<file path="src/rtl/csr_timer_controller_pkg.sv">
// Shared definitions for the CSR timer controller: FSM state encoding,
// control CSR bit layout, default CSR addresses and the control write mask.
package csr_timer_controller_pkg;

    typedef enum logic [1:0] {
        ST_DISABLED = 2'd0,
        ST_ARMED    = 2'd1,
        ST_FIRED    = 2'd2
    } timer_state_t;

    localparam int CTRL_ENABLE      = 0;
    localparam int CTRL_IRQ_ENABLE  = 1;
    localparam int CTRL_PERIODIC    = 2;
    localparam int CTRL_DIVISOR_LSB = 16;
    localparam int CTRL_DIVISOR_W   = 16;

    localparam logic [11:0] DEFAULT_ADDRESS_CONTROL       = 12'h7C0;
    localparam logic [11:0] DEFAULT_ADDRESS_COMPARE_LOWER = 12'h7C1;
    localparam logic [11:0] DEFAULT_ADDRESS_COMPARE_UPPER = 12'h7C2;
    localparam logic [11:0] DEFAULT_ADDRESS_STATUS        = 12'h7C3;
    localparam logic [11:0] DEFAULT_ADDRESS_PERIOD        = 12'h7C4;

    // Writable bits of the control CSR; the periodic bit exists only when
    // auto-reload is built in, everything else reads back as zero.
    function automatic logic [31:0] control_write_mask(input logic periodic_supported);
        logic [31:0] mask;
        mask = '0;
        mask[CTRL_DIVISOR_LSB +: CTRL_DIVISOR_W] = '1;
        mask[CTRL_ENABLE]     = 1'b1;
        mask[CTRL_IRQ_ENABLE] = 1'b1;
        mask[CTRL_PERIODIC]   = periodic_supported;
        return mask;
    endfunction

endpackage

</file>
<file path="src/rtl/csr_timer_prescaler.sv">
// Prescaler for the CSR timer: emits a one-cycle count strobe every
// (divisor+1) enabled cycles. Disabling or a divisor rewrite restarts it.
module csr_timer_prescaler
    import csr_timer_controller_pkg::*;
#(
    parameter int DIVISOR_W = CTRL_DIVISOR_W
) (
    input  logic                 clk,
    input  logic                 rst,
    input  logic                 enable,
    input  logic                 restart,
    input  logic [DIVISOR_W-1:0] divisor,
    output logic                 count
);

    logic [DIVISOR_W-1:0] counter;

    // Count enabled cycles; strobe and wrap when the divisor is reached.
    always_ff @(posedge clk) begin
        if (!rst) begin
            counter <= '0;
            count   <= 1'b0;
        end else if (!enable || restart) begin
            counter <= '0;
            count   <= 1'b0;
        end else if (counter == divisor) begin
            counter <= '0;
            count   <= 1'b1;
        end else begin
            counter <= counter + 1'b1;
            count   <= 1'b0;
        end
    end

endmodule

</file>
<file path="src/rtl/csr_timer_controller.sv">
// CSR timer controller: control/compare/status CSRs, 64-bit compare against
// the timer value and the interrupt FSM. The optional periodic auto-reload
// (period CSR, control bit 2) is built only when TIMER_AUTO_RELOAD_EN is
// defined.
module csr_timer_controller
    import csr_timer_controller_pkg::*;
#(
    parameter logic [11:0] ADDRESS_CONTROL       = DEFAULT_ADDRESS_CONTROL,
    parameter logic [11:0] ADDRESS_COMPARE_LOWER = DEFAULT_ADDRESS_COMPARE_LOWER,
    parameter logic [11:0] ADDRESS_COMPARE_UPPER = DEFAULT_ADDRESS_COMPARE_UPPER,
    parameter logic [11:0] ADDRESS_STATUS        = DEFAULT_ADDRESS_STATUS
`ifdef TIMER_AUTO_RELOAD_EN
    ,
    parameter logic [11:0] ADDRESS_PERIOD        = DEFAULT_ADDRESS_PERIOD
`endif
) (
    input  logic        clk,
    input  logic        rst,
    input  logic        csrReadEnable,
    input  logic [11:0] csrReadAddress,
    output logic [31:0] csrReadData,
    output logic        csrRequestOutput,
    input  logic        csrWriteEnable,
    input  logic [11:0] csrWriteAddress,
    input  logic [31:0] csrWriteData,
    input  logic [63:0] timerValue,
    output logic        timerCount,
    output logic        timerInterrupt
);

`ifdef TIMER_AUTO_RELOAD_EN
    localparam logic [31:0] CONTROL_MASK = control_write_mask(1'b1);
`else
    localparam logic [31:0] CONTROL_MASK = control_write_mask(1'b0);
`endif

    logic [31:0]  control;
    logic [31:0]  control_next;
    logic [31:0]  shadow;
    logic [63:0]  compare;
    timer_state_t state;

    logic write_control;
    logic write_lower;
    logic write_upper;
    logic write_status;
    logic enabled_next;
    logic compare_true;
    logic fire;
    logic clear;
    logic read_hit;
    logic [31:0] read_value;

    assign write_control = csrWriteEnable && (csrWriteAddress == ADDRESS_CONTROL);
    assign write_lower   = csrWriteEnable && (csrWriteAddress == ADDRESS_COMPARE_LOWER);
    assign write_upper   = csrWriteEnable && (csrWriteAddress == ADDRESS_COMPARE_UPPER);
    assign write_status  = csrWriteEnable && (csrWriteAddress == ADDRESS_STATUS);

    // The FSM looks at the control value being written this cycle so that
    // dropping enable/irqEnable deasserts the interrupt on the next cycle.
    assign control_next = write_control ? (csrWriteData & CONTROL_MASK) : control;
    assign enabled_next = control_next[CTRL_ENABLE] && control_next[CTRL_IRQ_ENABLE];
    assign compare_true = (timerValue >= compare);
    // An upper commit in the same cycle supersedes the stale compare value.
    assign fire         = (state == ST_ARMED) && enabled_next && compare_true && !write_upper;
    assign clear        = write_upper || (write_status && csrWriteData[0]);

`ifdef TIMER_AUTO_RELOAD_EN
    logic [31:0] period;
    logic        write_period;
    logic        reload;

    assign write_period = csrWriteEnable && (csrWriteAddress == ADDRESS_PERIOD);
    assign reload       = fire && control_next[CTRL_PERIODIC];

    // Period CSR holding the auto-reload increment.
    always_ff @(posedge clk) begin
        if (!rst) begin
            period <= '0;
        end else if (write_period) begin
            period <= csrWriteData;
        end
    end
`endif

    // Control CSR and the lower-half shadow awaiting an upper commit.
    always_ff @(posedge clk) begin
        if (!rst) begin
            control <= '0;
            shadow  <= '0;
        end else begin
            control <= control_next;
            if (write_lower) begin
                shadow <= csrWriteData;
            end
        end
    end

    // Compare register: atomic 64-bit commit on upper write, optional reload.
    always_ff @(posedge clk) begin
        if (!rst) begin
            compare <= '1;
        end else if (write_upper) begin
            compare <= {csrWriteData, shadow};
`ifdef TIMER_AUTO_RELOAD_EN
        end else if (reload) begin
            compare <= compare + {32'b0, period};
`endif
        end
    end

    // Interrupt FSM with a registered level interrupt output.
    always_ff @(posedge clk) begin
        if (!rst) begin
            state          <= ST_DISABLED;
            timerInterrupt <= 1'b0;
        end else if (!enabled_next) begin
            state          <= ST_DISABLED;
            timerInterrupt <= 1'b0;
        end else begin
            case (state)
                ST_DISABLED: begin
                    state          <= ST_ARMED;
                    timerInterrupt <= 1'b0;
                end
                ST_ARMED: begin
                    if (fire) begin
                        state <= ST_FIRED;
                    end
                    timerInterrupt <= fire;
                end
                ST_FIRED: begin
                    if (clear) begin
                        state          <= ST_ARMED;
                        timerInterrupt <= 1'b0;
                    end else begin
                        timerInterrupt <= 1'b1;
                    end
                end
                default: begin
                    state          <= ST_DISABLED;
                    timerInterrupt <= 1'b0;
                end
            endcase
        end
    end

    csr_timer_prescaler #(
        .DIVISOR_W(CTRL_DIVISOR_W)
    ) u_prescaler (
        .clk    (clk),
        .rst    (rst),
        .enable (control[CTRL_ENABLE]),
        .restart(write_control),
        .divisor(control[CTRL_DIVISOR_LSB +: CTRL_DIVISOR_W]),
        .count  (timerCount)
    );

    // CSR read decode; returns registered (pre-write) values.
    always_comb begin
        read_hit   = 1'b0;
        read_value = '0;
        if (csrReadAddress == ADDRESS_CONTROL) begin
            read_hit   = 1'b1;
            read_value = control;
        end else if (csrReadAddress == ADDRESS_COMPARE_LOWER) begin
            read_hit   = 1'b1;
            read_value = compare[31:0];
        end else if (csrReadAddress == ADDRESS_COMPARE_UPPER) begin
            read_hit   = 1'b1;
            read_value = compare[63:32];
        end else if (csrReadAddress == ADDRESS_STATUS) begin
            read_hit   = 1'b1;
            read_value = {30'b0, (state == ST_ARMED), (state == ST_FIRED)};
`ifdef TIMER_AUTO_RELOAD_EN
        end else if (csrReadAddress == ADDRESS_PERIOD) begin
            read_hit   = 1'b1;
            read_value = period;
`endif
        end
    end

    assign csrRequestOutput = csrReadEnable && read_hit;
    assign csrReadData      = csrRequestOutput ? read_value : 32'b0;

endmodule
</file>
<file path="config.mk">
export PLATFORM = sky130hd
export DESIGN_NAME = csr_timer_controller
export DESIGN_NICKNAME = d
export VERILOG_FILES = /design/src/rtl/csr_timer_controller_pkg.sv /design/src/rtl/csr_timer_prescaler.sv /design/src/rtl/csr_timer_controller.sv
export SDC_FILE = /design/constraint.sdc
export NUM_CORES = 1
export LEC_CHECK = 0
export ABC_AREA = 1
export BUFFER_PORTS_ARGS = -buffer_cell sky130_fd_sc_hd__buf_2
export CORE_MARGIN = 1
export CORE_UTILIZATION = 50
export CTS_CLUSTER_DIAMETER = 50
export DETAILED_ROUTE_END_ITERATION = 8
export HOLD_SLACK_MARGIN = 0.08
export PLACE_DENSITY = 0.75
export SYNTH_ARGS = -nofsm -noshare
export SYNTH_HDL_FRONTEND = slang
export SYNTH_SLANG_ARGS = --single-unit
</file>
<file path="constraint.sdc">
create_clock -name clk -period 1.9 [get_ports clk]
set_input_delay 0.38 -clock clk [delete_from_list [all_inputs] [get_ports clk]]
set_output_delay 0.38 -clock clk [all_outputs]
set_load 0.03 [all_outputs]
</file>
After elaboration in Yosys (flattened, before gate mapping)
Index checks and enable logic that the tools add are counted.
Widths: inputs -> output; s select.

word-level totals
  register bits after elaboration = 134
  bits in writable memories = 0
  bits in latches = 0
  input bits = 124
  memories kept = 0
  bits in read-only memories = 0

operators by class
  multiplexer cells = 16
  multiply operators = 0
  bitwise operators = 1
  $add $sub $neg = 1
  reductions and logical operators = 19
  shift operators = 0
  div/mod/pow operators = 0
  equality and inequality tests = 13
  magnitude comparators = 1

operators with widths
  kind                   count
  $mux 32                4
  $eq 12x11->1 const B   8
  $ge 64x64->1           1
  $add 16x1->16 const B  1
  $eq 16x16->1           1
  $logic_and 1x1->1      10
  $mux 2                 4
  $mux 1                 6
  $pmux 2 s3             1
  $ne 2x2->1 const B     2
  $reduce_and 2->1       2
  $reduce_or 3->1        1
  $eq 2x1->1 const B     1
  $eq 2x2->1 const B     1
  $logic_not 1->1        2
  $logic_not 2->1        1
  $logic_or 1x1->1       2
  $pmux 1 s2             1
  $reduce_or 2->1        1
  $not 1->1              1

Longest topological paths before layout
Gate-level depths: netlist of run 1.

  word-level depth = 9
  gate-level depth with buffers = 19
  depth with buffers taken out = 19

Cells and area by module
A second synthesis of run 1 with hierarchy kept.

second synthesis, totals
  cell total of the unflattened synthesis = 1124
  area total of the unflattened synthesis = 7837.5 um2

by module, submodules not included
  module                instances  seq. area each (um2)  cells an instance  area an instance (um2)
  csr_timer_controller  1          2342.2                938                6740.2
  csr_timer_prescaler   1          340.3                 186                1097.3

Worst setup path after synthesis of run 1
OpenSTA, ideal clock, no wires.

  path type = input port to output port
  start = in csrReadAddress[5]
  end = out csrReadData[19]
  cell stages on the path = 8
  setup slack = -0.556 ns
  data arrival time = 2.076 ns
  path through = nor3_1 > nand2_1 > inv_1 > nand3_1 > inv_1 > clkbuf_1 > o21ai_0 > a21oi_1

between the ends
  cells in the longest elaborated chain, start to end = 7

ends and longest elaborated chain
  item                   RTL line                     RTL
  from (decl)            csr_timer_controller.sv:20   input logic [11:0] csrReadAddress,
  $eq 12x11->1           csr_timer_controller.sv:172  end else if (csrReadAddress == ADDRESS_STATUS) begin
  $mux 1                 csr_timer_controller.sv:172
  $mux 1                 csr_timer_controller.sv:169  end else if (csrReadAddress == ADDRESS_COMPARE_UPPER) begin
  $mux 1                 csr_timer_controller.sv:166  end else if (csrReadAddress == ADDRESS_COMPARE_LOWER) begin
  $mux 1 (*)             csr_timer_controller.sv:163  if (csrReadAddress == ADDRESS_CONTROL) begin
  $logic_and 1x1->1 (*)  csr_timer_controller.sv:183  assign csrRequestOutput = csrReadEnable && read_hit;
  net csrRequestOutput   csr_timer_controller.sv:22   output logic csrRequestOutput,
  $mux 32 (*)            csr_timer_controller.sv:184  assign csrReadData = csrRequestOutput ? read_value : 32'b0;
  to (decl)              csr_timer_controller.sv:21   output logic [31:0] csrReadData,

The timed path passes the listed nets; every way through them passes the cells marked *.

Worst setup path after layout of run 1
  start = in csrReadAddress[11]
  end = out csrReadData[1]

between the ends
  cells in the longest elaborated chain, start to end = 7

ends and longest elaborated chain
  item               RTL line
  $eq 12x11->1       csr_timer_controller.sv:172
  $mux 1             csr_timer_controller.sv:172
  $mux 1             csr_timer_controller.sv:169
  $mux 1             csr_timer_controller.sv:166
  $mux 1             csr_timer_controller.sv:163
  $logic_and 1x1->1  csr_timer_controller.sv:183
  $mux 32 (*)        csr_timer_controller.sv:184

Mark *: on every way between the ends. The rest lies on a longest branch, timed or not.

==> metrics.md, run 1 <==
| Metric | Value |
|---|---|
| Worst slew pin tran | 0.6694 ns |
| Yosys top cell by area | dfxtp_1 |
| Count of final setup violators | 35 |
| Top FF cell, synth | dfxtp_1 |
| Top cell by count, worst path | buf_6 |
| WS Path Type | input port to output port |
| Status | complete, but fails checks |
| Complex-gate fraction of the synthesized area | 20.97% |
| Top post-synthesis cells by count | 186 x nand2_1, 179 x inv_1, 134 x dfxtp_1 |
| Post-synth EDFFs | 0 |
| Post-synthesis sequential element count | 134 |
| Critical Path, Cell by Cell | buf_6, inv_2, nand4_1, inv_1, nand2_2, buf_4, nor2_4, buf_6, inv_1, o21ai_2, o22ai_2, a21oi_4, buf_6 |
| Average vias per placed instance | 5.443 |
| Worst path required time | 1.52 ns |
| First-pass GRT wire length | 38120 um |
| Net Count, Synth | 1245 |
| Skew-Pair Late Insertion Delay | 0.42 ns |
| Number of global-route vias before repair | 7789 |
| Min Tclk post-route | 2.227 ns |
| Net load switching power | 1.511 mW |
| Internal power | 5.217 mW |
| Max clock buf depth | 2 |
| Post-synthesis cell area | 0.007547 mm^2 |
| # H-tree levels | 4 |
| CTS tree | yes |
| Final hold vios | 0 |
| Final period util | 117.2% |
| Largest family of logic cells by synthesized area | compound AO/OA/AOI/OAI gates |
| Final hold slack | 0.2357 ns |
| Synth cell types | 33 |
| Wire per inst | 16.52 um |
| Post-synthesis cell count | 1053 |
| Fillers | 995 |
| Total power | 6.727 mW |
| Asr flop ratio synth | 0% |
| WL final | 24710 um |
| Largest net degree at the start of global routing | 129 |
| Rows | 44 |
| DRC viols | 16 |
| Sequential area share after synthesis | 35.54% |
| R2r setup slk | -0.21 ns |
| Slew HR | 54.90% |
| Yosys top cell area share | 35.54% |
| Router iterations before antenna repair | 7 |
| Startpoint types | input port |
| Yosys warning total | 0 |
| Failing checks | DRC, setup timing |
| Clock network power share | 52.3% |
| Gate power share | 5.9% |
| Die Area | 0.01559 mm^2 |
| Worst path max stage delay | 0.16 ns |
| Sequential share of power | 41.8% |
| Post-synthesis mux area share | 0% |
| Pwr/cell area | 594.6 mW/mm^2 |
| Fraction of the mapped netlist area in adder cells | 11.27% |
| XOR/XNOR Fraction of Synth Area | 1.625% |
| Footprint of the multi-input gates | 0.005005 mm^2 |
| Initial antenna violation count | 0 |
| Peak VDD IR | 0.5423 mV |
| Critical path capture point type | output port |
| Layout cell share with drive strength beyond 1 | 36.05% |
| Area contributors post-synth | dfxtp_1 36%, ha_1 11%, nand2_1 9.3%, inv_1 8.9%, a21oi_1 8.1% |
| CP bufs+invs | 7 |
| TritonCTS Sinks | 134 |
| Register area | 0.002698 mm^2 |
| Slowest CP cell | buf_4 |
| CTS Root Cell | clkbuf_16 |
| ANT nets after route | 0 |
| Leakage | 5.621 nW |
| Setup WS pre-CTS | -0.5111 ns |
| Synth-to-layout area growth | 49.90% |
| Core area | 0.01464 mm^2 |
| Detailed Route Iter0 Violations | 607 |
| Slew Viols, Final | 0 |
| Post-layout net count | 1491 |
| Switching share of power | 22.45% |
| Arrival @ worst endpoint | 1.85 ns |
| RSZ-0062 raised after global routing | yes |
| Die Ht | 124.9 um |
| Die span in x | 124.9 um |
| Final core occ | 77.26% |
| CP top delay family | buffers and inverters |
| Total GRT Usage | 30.88% |
| Post-DP HPWL | 15820 um |
| Vias | 8142 |
| Worst Hold Class | input port to flop |
| # IOs | 159 |
| Clock slew at reported path FFs | 0.06 ns |
| Crit-path max FO | 4 |
| Simple-gate share of the synthesized area | 18.82% |
| Most common cell in the netlist | nand2_1 |
| Starting Density | 51.54% |
| Fmax | 449.0 MHz |
| Skew final | 0.004908 ns |
| Avg Inst Size Synth | 7.167 um^2 |
| IO buf count | 158 |
| Number of buffers created by CTS | 17 |
| Total gr overflow | 0 |
| Max cap viols | 0 |
| Setup ws final | -0.3273 ns |
| Final Wtd Congestion | 0.8785 |
| Diodes inserted | 0 |
-- layout by cell type, fill, tap and decap left out, types with 5 or more instances in the layout --
master	count
a21oi_2	16
nor3_2	6
nor2_4	5
nand3_2	15
buf_6	38
a21oi_1	76
o211ai_1	64
inv_2	10
dfxtp_1	122
buf_12	10
nand2_1	172
nor2_2	9
xnor2_1	10
nand4_1	9
o21ai_2	13
dfxtp_2	12
buf_4	103
buf_2	123
a21oi_4	30
nand3_4	14
nand2_2	12
clkbuf_16	17
nand3_1	20
ha_1	62
ha_4	6
nor2_1	52
inv_1	169
a211oi_1	12
o21ai_0	49
nor3_1	6
-- final timing paths --
path,from,endpoint,depth (start not counted)
max,csrReadAddress[11],csrReadData[1],13
min,csrWriteData[2],compare[34]$_SDFFE_PN1P_,3
max reg2reg,compare[54]$_SDFFE_PN1P_,state[0]$_SDFFE_PN0P_,13
min reg2reg,shadow[4]$_SDFFE_PN0P_,shadow[4]$_SDFFE_PN0P_,2
-- logic make-up after synthesis --
| logic type | after synthesis |
|---|---|
| simple gates | 334 |
| fa+ha+maj | 68 |
| compound gates | 272 |
| flops | 134 |
| xor+xnor | 14 |
| buf+inv | 231 |
-- flip-flops by register name, summed over array words and instances (netlist names) --
| register | flops |
|---|---|
| compare | 64 |
| shadow | 32 |
| control | 18 |
| u_prescaler.counter | 16 |
| state | 2 |
| timerInterrupt | 1 |
| u_prescaler.count | 1 |
-- layer usage --
layer | vias up | GRT usage (%) | routed length (um)
li1 | 3989 | - | -
met1 | 3735 | 38.85 | 10290
met2 | 356 | 52.61 | 12060
met3 | 62 | 4.897 | 1566
met4 | 0 | 12.63 | 784
met5 | - | 0 | 0
-- metrics by stage --
step | setup TNS, ns | instances | area (um^2)
3_3_place_gp | -11.57 | 1446 | 9678
5_1_grt | -9.688 | 1496 | 11310
2_1_floorplan | -1.440 | 1053 | 8055
4_1_cts | -6.095 | 1487 | 11020
3_5_place_dp | -12.81 | 1446 | 9678
6_report | -7.776 | 1496 | 11310
-- timing repair --
item / 4_1_cts / 5_1_grt
pin swaps: 30 / 24
setup buffers: 8 / 9
cloned: 3 / 1
gates resized for setup: 162 / 62
hold buffers: 0 / 0
endpoints found under the hold margin: 0 / 0
setup endpoints to repair: 36 / 51
-- layout make-up --
cell class,instances,share of cell area [%]
Sequential cell,134,23.84
Timing Repair inverter,1,0.03318
Multi-Input combinational cell,688,44.24
Inverter,181,6.138
Clock inverter,11,1.526
Clock buffer,21,3.981
Timing Repair Buffer,276,18.20
Tap cell,184,2.035
-- power groups by stage --
stage	logic [mW]	clock network (mW)	registers (mW)
2_1_floorplan	0.146	0	2.87
5_1_grt	0.439	3.66	2.81
3_3_place_gp	0.344	0	2.87
3_5_place_dp	0.353	0	2.87
6_report	0.396	3.52	2.81
4_1_cts	0.375	3.52	2.81
-- worst min-delay path, cell delays in order --
cell      delay, ns
buf_2          0.10
inv_1          0.04
o211ai_1       0.08
Power figures use the tool's default switching activity.
==> run 2, diff against run 1 <==
--- a/config.mk
+++ b/config.mk
@@ -5,7 +5,6 @@
 export SDC_FILE = /design/constraint.sdc
 export NUM_CORES = 1
 export LEC_CHECK = 0
-export ABC_AREA = 1
 export BUFFER_PORTS_ARGS = -buffer_cell sky130_fd_sc_hd__buf_2
 export CORE_MARGIN = 1
 export CORE_UTILIZATION = 50
==> metrics.md, run 2 <==
| Metric | Value |
|---|---|
| Commonest non-fill, non-tap cell in the layout | nand2_1 |
| IO buf count | 158 |
| Internal power | 5.037 mW |
| Synth cell types | 54 |
| Post-layout net count | 1338 |
| Arrival @ worst endpoint | 2.88 ns |
| Sequential area share after synthesis | 37.37% |
| Starting Density | 51.51% |
| WL final | 23590 um |
| Largest register FFs | 64 |
| Yosys warning total | 0 |
| Worst setup startpoint | compare[41]$_SDFFE_PN1P_ |
| Slew HR | 61.76% |
| Critical path capture point type | flop |
| Setup ws final | -0.6719 ns |
| Post-DP HPWL | 15730 um |
| Simple-gate share of the synthesized area | 19.37% |
| Startpoint types | flop |
| Average vias per placed instance | 5.649 |
| Vias | 7559 |
| Min Tclk post-route | 2.572 ns |
| Max cap viols | 0 |
| Sequential share of power | 43.7% |
| Worst path max stage delay | 0.43 ns |
| Complex-gate fraction of the synthesized area | 21.13% |
| Avg Inst Size Synth | 8.194 um^2 |
| Critical Path, Cell by Cell | inv_1, ha_4, nand4_1, nor4_4, nand4_1, or4_1, a31oi_1, or4_4, a21boi_2, o311a_1 |
| R2r startpoint | compare[41]$_SDFFE_PN1P_ |
| Layout cell share with drive strength beyond 1 | 36.61% |
| Post-route setup TNS | -17.95 ns |
| Yosys top cell by area | dfxtp_1 |
| Diodes inserted | 0 |
| Leakage | 4.908 nW |
| First-pass GRT wire length | 36220 um |
| Detailed Route Iter0 Violations | 624 |
| Final period util | 135.4% |
| Gr busiest metal | met2 |
| ANT nets after route | 0 |
| Rows | 43 |
| Die span in x | 121.8 um |
| Hold buffer count at CTS | 0 |
| Die Area | 0.01484 mm^2 |
| Failing checks | setup timing |
| Final hold slack | 0.1940 ns |
| Router iterations before antenna repair | 6 |
| RSZ-0062 raised after global routing | yes |
| Clock network power share | 50.3% |
| Worst Reg2Reg Path Length in Cells | 10 |
| Post-synthesis mux area share | 0.1569% |
| CTS Root Cell | clkbuf_16 |
| Slew Viols, Final | 0 |
| Most frequent cells in the layout | 183 x nand2_1, 126 x dfxtp_1, 122 x buf_2, 110 x buf_4, 64 x inv_1 |
| M3 GR Usage | 7.397% |
| Total GRT Usage | 31.83% |
| Worst Hold Class | input port to flop |
| Die Ht | 121.8 um |
| Worst reg2reg endpoint | state[0]$_SDFFE_PN0P_ |
| Synth-to-layout area growth | 49.31% |
| Number of global-route vias before repair | 7316 |
| Gate power share | 6.1% |
| Largest family of logic cells by synthesized area | compound AO/OA/AOI/OAI gates |
| Fmax | 388.8 MHz |
| Number of buffers created by CTS | 17 |
| Crit-path max FO | 4 |
| Post-synth EDFFs | 0 |
| Largest registers | compare: 64 flops, shadow: 32 flops, control: 18 flops |
| # IOs | 159 |
| Most common cell in the netlist | nand2_1 |
| Top post-synthesis cells by count | 186 x nand2_1, 134 x dfxtp_1, 71 x inv_1 |
| Top FF cell, synth | dfxtp_1 |
| GRT met2 Usage | 53.64% |
| Worst slew pin tran | 0.5737 ns |
| Net load switching power | 1.402 mW |
| Asr flop ratio synth | 0% |
| Skew final | 0.005791 ns |
| Final hold vios | 0 |
| Initial antenna violation count | 1 |
| CP endpoint | state[0]$_SDFFE_PN0P_ |
| Pwr/cell area | 600.7 mW/mm^2 |
| Largest net degree at the start of global routing | 59 |
| Core area | 0.01393 mm^2 |
| # H-tree levels | 4 |
| Wire per inst | 17.63 um |
| Yosys top cell area share | 37.37% |
| Area contributors post-synth | dfxtp_1 37%, ha_1 12%, nand2_1 9.7%, o211ai_1 6.6%, inv_1 3.7% |
| Worst path required time | 2.21 ns |
| Fraction of the mapped netlist area in adder cells | 11.85% |
| TritonCTS Sinks | 134 |
| Post-synthesis sequential element count | 134 |
| Fillers | 980 |
| Met1 usage in global routing | 38.40% |
| Most flop-heavy register | compare |
| Status | complete, but fails checks |
| CTS tree | yes |
| Total gr overflow | 0 |
| Switching share of power | 21.77% |
| Final Wtd Congestion | 0.9118 |
| Peak VDD IR | 0.6038 mV |
| Slowest CP cell | or4_1 |
| Post-synthesis cell count | 876 |
| Clock slew at reported path FFs | 0.06 ns |
| Count of final setup violators | 36 |
| Top cell by count, worst path | nand4_1 |
| WS Path Type | flop to flop |
| Max clock buf depth | 2 |
| XOR/XNOR Fraction of Synth Area | 3.660% |
| Post-synthesis cell area | 0.007178 mm^2 |
| R2r setup slk | -0.67 ns |
| Skew-Pair Late Insertion Delay | 0.42 ns |
| DRC viols | 0 |
| Net Count, Synth | 1068 |
==> run 2: power groups by stage <==
stage	clock network [mW]	registers [mW]	logic, mW
6_report	3.24	2.81	0.390
5_1_grt	3.40	2.81	0.422
4_1_cts	3.25	2.81	0.368
3_5_place_dp	0	2.87	0.355
3_3_place_gp	0	2.87	0.348
2_1_floorplan	0	2.87	0.126
==> run 2: cell families (layout without fill, tap and decap cells) <==
group,Yosys count,in the layout
flip-flops,134,134
multiplexers,1,1
AO/OA/AOI/OAI,206,206
buffers and inverters,120,402
adder cells (fa/ha/maj),68,68
XOR/XNOR,30,30
AND/OR/NAND/NOR,317,317
==> run 2: worst max-delay path, delay by kind of cell (launching register included) <==
family,cells,cell delay [ns]
flip-flops,1,0.36
AO/OA/AOI/OAI,3,0.49
AND/OR/NAND/NOR,5,1.24
adder cells (fa/ha/maj),1,0.28
buffers and inverters,1,0.10
==> run 2: area by class of cell <==
type	instances	area, um^2	share of cell area (%)
tap	180	225.2	2.101
sequential	134	2693	25.12
clock buffer	24	481.7	4.495
timing repair buffer	300	2397	22.37
multi-input combinational	622	4554	42.49
inverter	71	271.5	2.533
clock inverter	7	95.09	0.8872
==> run 2: worst min path at each step <==
stage,startpoint,endpoint,slack [ns],cells after the start
after global routing,csrWriteData[2],compare[34]$_SDFFE_PN1P_,0.21,3
final,csrWriteData[12],compare[44]$_SDFFE_PN1P_,0.19,3
after global placement,shadow[11]$_SDFFE_PN0P_,shadow[11]$_SDFFE_PN0P_,0.44,2
after floorplan,shadow[10]$_SDFFE_PN0P_,shadow[10]$_SDFFE_PN0P_,0.43,2
after CTS,csrWriteData[12],compare[44]$_SDFFE_PN1P_,0.19,3
after detailed placement,shadow[29]$_SDFFE_PN0P_,shadow[29]$_SDFFE_PN0P_,0.44,2
==> run 2: timing repair <==
action                                  CTS  global route
resized for setup                       114            22
buffers inserted                          4             7
pin swaps                                38            26
cloned                                    4             3
endpoints found under the setup margin   36            36
==> run 2: metal layers <==
layer,vias to the layer above,wire (um)
li1,3615,-
met1,3572,9476
met2,298,11650
met3,74,1551
met4,0,914
met5,-,0
==> run 2: stage by stage <==
stage / power, mW / std cells / setup slack [ns] / util, % / instance area [um^2]
4_1_cts: 6.430 / 1333 / -0.6555 / 75.66 / 10540
3_3_place_gp: 3.220 / 1294 / -0.7701 / 67.81 / 9449
2_1_floorplan: 2.998 / 876 / -0.4999 / - / 7609
3_5_place_dp: 3.227 / 1294 / -0.8095 / 67.81 / 9449
5_1_grt: 6.631 / 1338 / -0.8688 / 76.91 / 10720
6_report: 6.439 / 1338 / -0.6719 / 76.91 / 10720
